## src/rtl/multi_timer_if.sv

```systemverilog
// Configuration, flag-clear, status and readback bus of the multi_timer block.
// The CPU side (master) drives configuration and readback select; the timer (slave) reports status.
interface multi_timer_if #(
  parameter int WIDTH = 16,
  parameter int N_CH  = 4
);
  localparam int CW = (N_CH > 1) ? $clog2(N_CH) : 1;

  logic             cfg_we;
  logic [CW-1:0]    cfg_ch;
  logic [WIDTH-1:0] cfg_period;
  logic             cfg_periodic;
  logic             cfg_start;
  logic [N_CH-1:0]  flag_clr;
  logic [CW-1:0]    rd_ch;

  logic [N_CH-1:0]  expire;
  logic [N_CH-1:0]  flag;
  logic [N_CH-1:0]  active;
  logic [WIDTH-1:0] rd_count;

  modport master (
    output cfg_we, cfg_ch, cfg_period, cfg_periodic, cfg_start, flag_clr, rd_ch,
    input  expire, flag, active, rd_count
  );

  modport slave (
    input  cfg_we, cfg_ch, cfg_period, cfg_periodic, cfg_start, flag_clr, rd_ch,
    output expire, flag, active, rd_count
  );
endinterface

```

## src/rtl/multi_timer.sv

```systemverilog
// Prescaled tick time base with N_CH independent one-shot/periodic down-count channels.
// All outputs are registered; reset is synchronous and active-low.
module multi_timer #(
  parameter int DIV   = 12500,
  parameter int WIDTH = 16,
  parameter int N_CH  = 4
) (
  input  logic             clk,
  input  logic             rst_n,
  input  logic             run,
  output logic             tick,
  output logic [WIDTH-1:0] out_time,
  multi_timer_if.slave     bus
);
  localparam int PW = $clog2(DIV);

  logic [PW-1:0]    pre_q, pre_d;
  logic             tick_q, tick_d;
  logic [WIDTH-1:0] out_time_q, out_time_d;

  logic [WIDTH-1:0] cnt_q    [N_CH];
  logic [WIDTH-1:0] cnt_d    [N_CH];
  logic [WIDTH-1:0] reload_q [N_CH];
  logic [WIDTH-1:0] reload_d [N_CH];
  logic [N_CH-1:0]  periodic_q, periodic_d;
  logic [N_CH-1:0]  active_q, active_d;
  logic [N_CH-1:0]  expire_q, expire_d;
  logic [N_CH-1:0]  flag_q, flag_d;
  logic [WIDTH-1:0] rd_count_q, rd_count_d;

  logic [N_CH-1:0]  wr_hit;

  // NOTE: every always_comb output gets a default first, so no path leaves it unassigned and no latch is inferred.
  always_comb begin
    tick_d = 1'b0;
    pre_d  = pre_q;
    if (run) begin
      if (pre_q == PW'(DIV - 1)) begin
        pre_d  = '0;
        tick_d = 1'b1;
      end else begin
        pre_d = pre_q + PW'(1);
      end
    end
    out_time_d = tick_q ? out_time_q + WIDTH'(1) : out_time_q;
  end

  // A write that would arm with period 0 counts as no write at all, so the tick still applies.
  always_comb begin
    wr_hit = '0;
    for (int i = 0; i < N_CH; i++) begin
      wr_hit[i] = bus.cfg_we && (int'(bus.cfg_ch) == i) &&
                  (!bus.cfg_start || (bus.cfg_period != '0));
    end
  end

  always_comb begin
    for (int i = 0; i < N_CH; i++) begin
      cnt_d[i]    = cnt_q[i];
      reload_d[i] = reload_q[i];
    end
    periodic_d = periodic_q;
    active_d   = active_q;
    expire_d   = '0;
    flag_d     = flag_q & ~bus.flag_clr;

    for (int i = 0; i < N_CH; i++) begin
      if (wr_hit[i]) begin
        // A valid write to this channel masks any same-cycle tick for it.
        if (bus.cfg_start) begin
          cnt_d[i]      = bus.cfg_period;
          reload_d[i]   = bus.cfg_period;
          periodic_d[i] = bus.cfg_periodic;
          active_d[i]   = 1'b1;
        end else begin
          active_d[i] = 1'b0;
        end
      end else if (tick_q && active_q[i]) begin
        if (cnt_q[i] == WIDTH'(1)) begin
          expire_d[i] = 1'b1;
          flag_d[i]   = 1'b1;
          if (periodic_q[i]) begin
            cnt_d[i] = reload_q[i];
          end else begin
            cnt_d[i]    = '0;
            active_d[i] = 1'b0;
          end
        end else if (cnt_q[i] != '0) begin
          cnt_d[i] = cnt_q[i] - WIDTH'(1);
        end
      end
    end
  end

  always_comb begin
    rd_count_d = '0;
    for (int i = 0; i < N_CH; i++) begin
      if (int'(bus.rd_ch) == i) rd_count_d = cnt_q[i];
    end
  end

  // NOTE: counter and reload arrays are cleared on reset too, since a stale count must never resume or read back.
  always_ff @(posedge clk) begin
    // NOTE: state updates use non-blocking assignments so every flop samples pre-edge values.
    if (!rst_n) begin
      pre_q      <= '0;
      tick_q     <= 1'b0;
      out_time_q <= '0;
      for (int i = 0; i < N_CH; i++) begin
        cnt_q[i]    <= '0;
        reload_q[i] <= '0;
      end
      periodic_q <= '0;
      active_q   <= '0;
      expire_q   <= '0;
      flag_q     <= '0;
      rd_count_q <= '0;
    end else begin
      pre_q      <= pre_d;
      tick_q     <= tick_d;
      out_time_q <= out_time_d;
      for (int i = 0; i < N_CH; i++) begin
        cnt_q[i]    <= cnt_d[i];
        reload_q[i] <= reload_d[i];
      end
      periodic_q <= periodic_d;
      active_q   <= active_d;
      expire_q   <= expire_d;
      flag_q     <= flag_d;
      rd_count_q <= rd_count_d;
    end
  end

  assign tick         = tick_q;
  assign out_time     = out_time_q;
  assign bus.expire   = expire_q;
  assign bus.flag     = flag_q;
  assign bus.active   = active_q;
  assign bus.rd_count = rd_count_q;
endmodule

```

## src/flat_wrapper.sv

```systemverilog
// flat-port wrapper written by rule: the top's interface ports become plain ports
module multi_timer_flat 
#(
  parameter int DIV   = 12500,
  parameter int WIDTH = 16,
  parameter int N_CH  = 4
)
  (clk, rst_n, run, tick, out_time, bus_cfg_we, bus_cfg_ch, bus_cfg_period, bus_cfg_periodic, bus_cfg_start, bus_flag_clr, bus_rd_ch, bus_expire, bus_flag, bus_active, bus_rd_count);
  multi_timer_if #(.WIDTH(WIDTH), .N_CH(N_CH)) bus_i ();
  input  logic clk;
  input  logic rst_n;
  input  logic run;
  output logic tick;
  output logic [WIDTH-1:0] out_time;
  input wire logic [$bits(bus_i.cfg_we)-1:0] bus_cfg_we;
  input wire logic [$bits(bus_i.cfg_ch)-1:0] bus_cfg_ch;
  input wire logic [$bits(bus_i.cfg_period)-1:0] bus_cfg_period;
  input wire logic [$bits(bus_i.cfg_periodic)-1:0] bus_cfg_periodic;
  input wire logic [$bits(bus_i.cfg_start)-1:0] bus_cfg_start;
  input wire logic [$bits(bus_i.flag_clr)-1:0] bus_flag_clr;
  input wire logic [$bits(bus_i.rd_ch)-1:0] bus_rd_ch;
  output wire logic [$bits(bus_i.expire)-1:0] bus_expire;
  output wire logic [$bits(bus_i.flag)-1:0] bus_flag;
  output wire logic [$bits(bus_i.active)-1:0] bus_active;
  output wire logic [$bits(bus_i.rd_count)-1:0] bus_rd_count;
  assign bus_i.cfg_we = bus_cfg_we;
  assign bus_i.cfg_ch = bus_cfg_ch;
  assign bus_i.cfg_period = bus_cfg_period;
  assign bus_i.cfg_periodic = bus_cfg_periodic;
  assign bus_i.cfg_start = bus_cfg_start;
  assign bus_i.flag_clr = bus_flag_clr;
  assign bus_i.rd_ch = bus_rd_ch;
  assign bus_expire = bus_i.expire;
  assign bus_flag = bus_i.flag;
  assign bus_active = bus_i.active;
  assign bus_rd_count = bus_i.rd_count;
  multi_timer #(.DIV(DIV), .WIDTH(WIDTH), .N_CH(N_CH)) u_core (.clk(clk), .rst_n(rst_n), .run(run), .tick(tick), .out_time(out_time), .bus(bus_i));
endmodule
```

## config.mk

```make
export PLATFORM = sky130hd
export DESIGN_NAME = multi_timer_flat
export DESIGN_NICKNAME = d
export VERILOG_FILES = /design/src/rtl/multi_timer_if.sv /design/src/rtl/multi_timer.sv /design/src/flat_wrapper.sv
export SDC_FILE = /design/constraint.sdc
export NUM_CORES = 1
export LEC_CHECK = 0
export BUFFER_PORTS_ARGS = -buffer_cell sky130_fd_sc_hd__buf_2
export CAP_MARGIN = 20
export CORE_MARGIN = 8
export CORE_UTILIZATION = 55
export CTS_BUF_LIST = sky130_fd_sc_hd__clkbuf_2 sky130_fd_sc_hd__clkbuf_4 sky130_fd_sc_hd__clkbuf_8
export DETAILED_ROUTE_END_ITERATION = 12
export GPL_TIMING_DRIVEN = 0
export MAX_ROUTING_LAYER = met4
export PLACE_DENSITY = 0.74
export SLEW_MARGIN = 10
export SYNTH_ARGS = -nofsm -noshare
export SYNTH_HDL_FRONTEND = slang
export SYNTH_SLANG_ARGS = --single-unit
```

## constraint.sdc

```tcl
create_clock -name clk -period 2.95 [get_ports clk]
set_input_delay 0.4425 -clock clk [delete_from_list [all_inputs] [get_ports clk]]
set_output_delay 0.4425 -clock clk [all_outputs]
set_load 0.02 [all_outputs]
```

==> results by group <==
GRT
  • Initial antenna violation count: 0
  • First-pass GRT wire length: 53.4 mm
  • GR Overflow Total: 0
  • Vias in the first global route: 9156
  • Largest net degree at the start of global routing: 20
  • Gr usage total: 31.6%

Clocking
  • Worst-Skew Late Latency: 0.50 ns
  • Sink Count: 191
  • CTS tree: done
  • Clock buffer count from CTS: 17
  • # Post-CTS Setup Buffers: 0
  • H-tree Lvls: 4
  • Hold buffers post-CTS: 0
  • Clock tree root buffer cell: clkbuf_8
  • Post-CTS sizing: 0
  • Clock slew at reported path FFs: 0.11 ns
  • CTS max path bufs: 2

Setup path
  • Setup CP Type: flop to flop
  • Reg-to-reg slack, setup: -0.03 ns
  • Arrival time worst endpoint: 3.36 ns
  • Worst setup SP type: flop
  • CP max FO: 10
  • CP required: 3.34 ns
  • CP endpoint kind: flop

Yosys
  • Synth top area share: 38.1%
  • Avg Cell Area, Syn: 8.12 sq um
  • Synth Instances: 1235
  • Post-synthesis sequential area ratio: 38.1%
  • Distinct cells, synth: 62
  • Number of synthesized flops with an enable pin: 0
  • Syn Nets: 1275
  • Post-synth design cell area: 10000 sq um
  • FFs w/ async S/R, synth: 0%
  • Synth Flop Type: dfxtp_1
  • Yosys reg bits: 191
  • Ys Warns: 0
  • Dominant cells by area after synthesis: dfxtp_1 (38%), nand2_1 (7.1%), a21oi_1 (5.3%), nor2_1 (4.5%), mux2i_1 (4.0%)
  • Cell taking the most area after synthesis: dfxtp_1

STA
  • Hold Fails Final Rpt: 0
  • Setup violations, final: 1
  • Post-route setup slack: -0.0280 ns
  • RSZ-0062 raised after global routing: no
  • Crit path time final: 2.98 ns
  • Slew of the pin with the lowest slew margin: 1.07 ns
  • Final critical-path share of the clock period: 101%
  • Fmax: 0.336 GHz
  • Sum of negative setup slack: -0.0280 ns
  • Final Slew Violations: 0
  • Rel. slew slack: 28.2%
  • Clk_skew: 0.0121 ns

Cells and area
  • Share of cells above drive strength 1: 11.5%
  • Most common cell after layout, fill and taps aside: dfxtp_1
  • Antenna diode count: 0
  • Final std cells w/o fill: 1557
  • Most frequent cells in the layout: dfxtp_1 (191), nand2_1 (189), nor2_1 (119), a21oi_1 (107), buf_2 (78)
  • Layout overhead on the synthesized area: 9.93%
  • Layout net count: 1355

Placed design
  • Gpl congestion: 0.978
  • Port Buffers: 60
  • DP HPWL: 24.7 mm
  • Dpl cells: 1525

Detailed routing
  • Routed WL: 34.9 mm
  • Via Count: 9907
  • Initial DRC count: 1297
  • TritonRoute pass-1 iters: 7
  • DRC Markers: 0
  • Vias per inst: 6.36
  • Final ANT Viol Nets: 0
  • WL per Instance: 22.4 um

Power
  • Leak: 4.47 nW
  • Max VDD drop: 0.406 mV
  • Power Dens Cells: 498 nW/um^2
  • Tot Pwr: 0.00549 W

Floorplanning
  • Die width: 151 um
  • Core area: 17900 sq um
  • Io pins: 75
  • Die H: 151 um
  • Initial Utilization: 56.0%
  • DIE AREA: 22800 sq um
  • Rows: 49

Run status
  • Status: complete, but fails checks
  • Failing checks: negative setup slack

Hold path
  • Min-delay worst type: primary input to flop

Flow run
  • Max-cap violation count: 0
[cells in the mapped netlist (18+ instances only)]
cell type,count
nand2_1,189
nand4_1,20
nor2_1,119
nor3_1,29
o21ai_0,52
a311oi_1,22
nor4_1,19
nand3_1,47
and2_1,20
a21oi_1,107
xor2_1,40
mux2i_1,40
dfxtp_1,191
buf_2,18
clkbuf_1,69
xnor2_1,30
[where the power goes]
part / switching (W) / internal, W / leakage, nW
combinational: 0.000639 / 0.000395 / 2.73
clock: 0.00110 / 0.000642 / 0.197
sequential: 0.0000778 / 0.00264 / 1.54
total: 0.00182 / 0.00367 / 4.47
[kinds of logic after synthesis]
| logic type | after synthesis | share of synthesized area, % |
|---|---|---|
| flops | 191 | 38.1 |
| compound gates | 273 | 17.0 |
| xor+xnor | 70 | 6.11 |
| buf+inv | 114 | 4.70 |
| fa+ha+maj | 10 | 1.25 |
| simple gates | 517 | 24.8 |
| mux | 60 | 8.03 |
[per-stage QoR]
step / setup WS (ns) / cell area [sq um] / utilization (%) / hold WS, ns
6_report: -0.0280 / 11000 / 61.6 / 0.194
5_1_grt: 0.00565 / 11000 / 61.6 / 0.213
4_1_cts: 0.0564 / 11000 / 61.5 / 0.191
3_5_place_dp: -0.453 / 10600 / 59.4 / 0.445
3_3_place_gp: -0.441 / 10600 / 59.3 / 0.438
2_1_floorplan: 0.574 / 10000 / - / 0.432
[per-layer routing]
layer	share of wire, %	vias up	global-route usage, %	wire (um)
li1	-	4571	-	-
met1	41	4590	40.5	14300
met2	43	610	45.3	14900
met3	12	136	8.52	4060
met4	4.6	0	15.1	1600
met5	0	-	-	0
[registers in the layout, summed over array words and instances, names as in the netlist]
name	cells
u_core.periodic_q	4
u_core.cnt_q	64
u_core.bus.expire	4
u_core.pre_q	14
u_core.reload_q	64
u_core.bus.flag	4
u_core.tick	1
u_core.bus.active	4
u_core.out_time	16
u_core.bus.rd_count	16
[final timing paths]
kind	startpoint	to	cells after the start
min	bus_flag_clr[0]	u_core.bus.flag[0]	3
max	u_core.tick	u_core.bus.expire[2]	4
min reg2reg	u_core.reload_q[0][35]	u_core.reload_q[0][35]	2
max reg2reg	u_core.tick	u_core.bus.expire[2]	4
[critical path, cell delays in order, from the launching register on]
cell	delay, ns
dfxtp_1	0.34
clkbuf_1	0.64
buf_1	0.82
nand2_1	0.62
nor3_1	0.42
[layout make-up]
type,count,area (sq um)
clock inverter,14,143
fill,1631,6880
buffer,98,414
tap,229,287
multi-input combinational,930,5750
sequential,191,3820
inverter,16,60.1
timing repair buffer,61,310
clock buffer,18,241
Power figures use the tool's default switching activity.
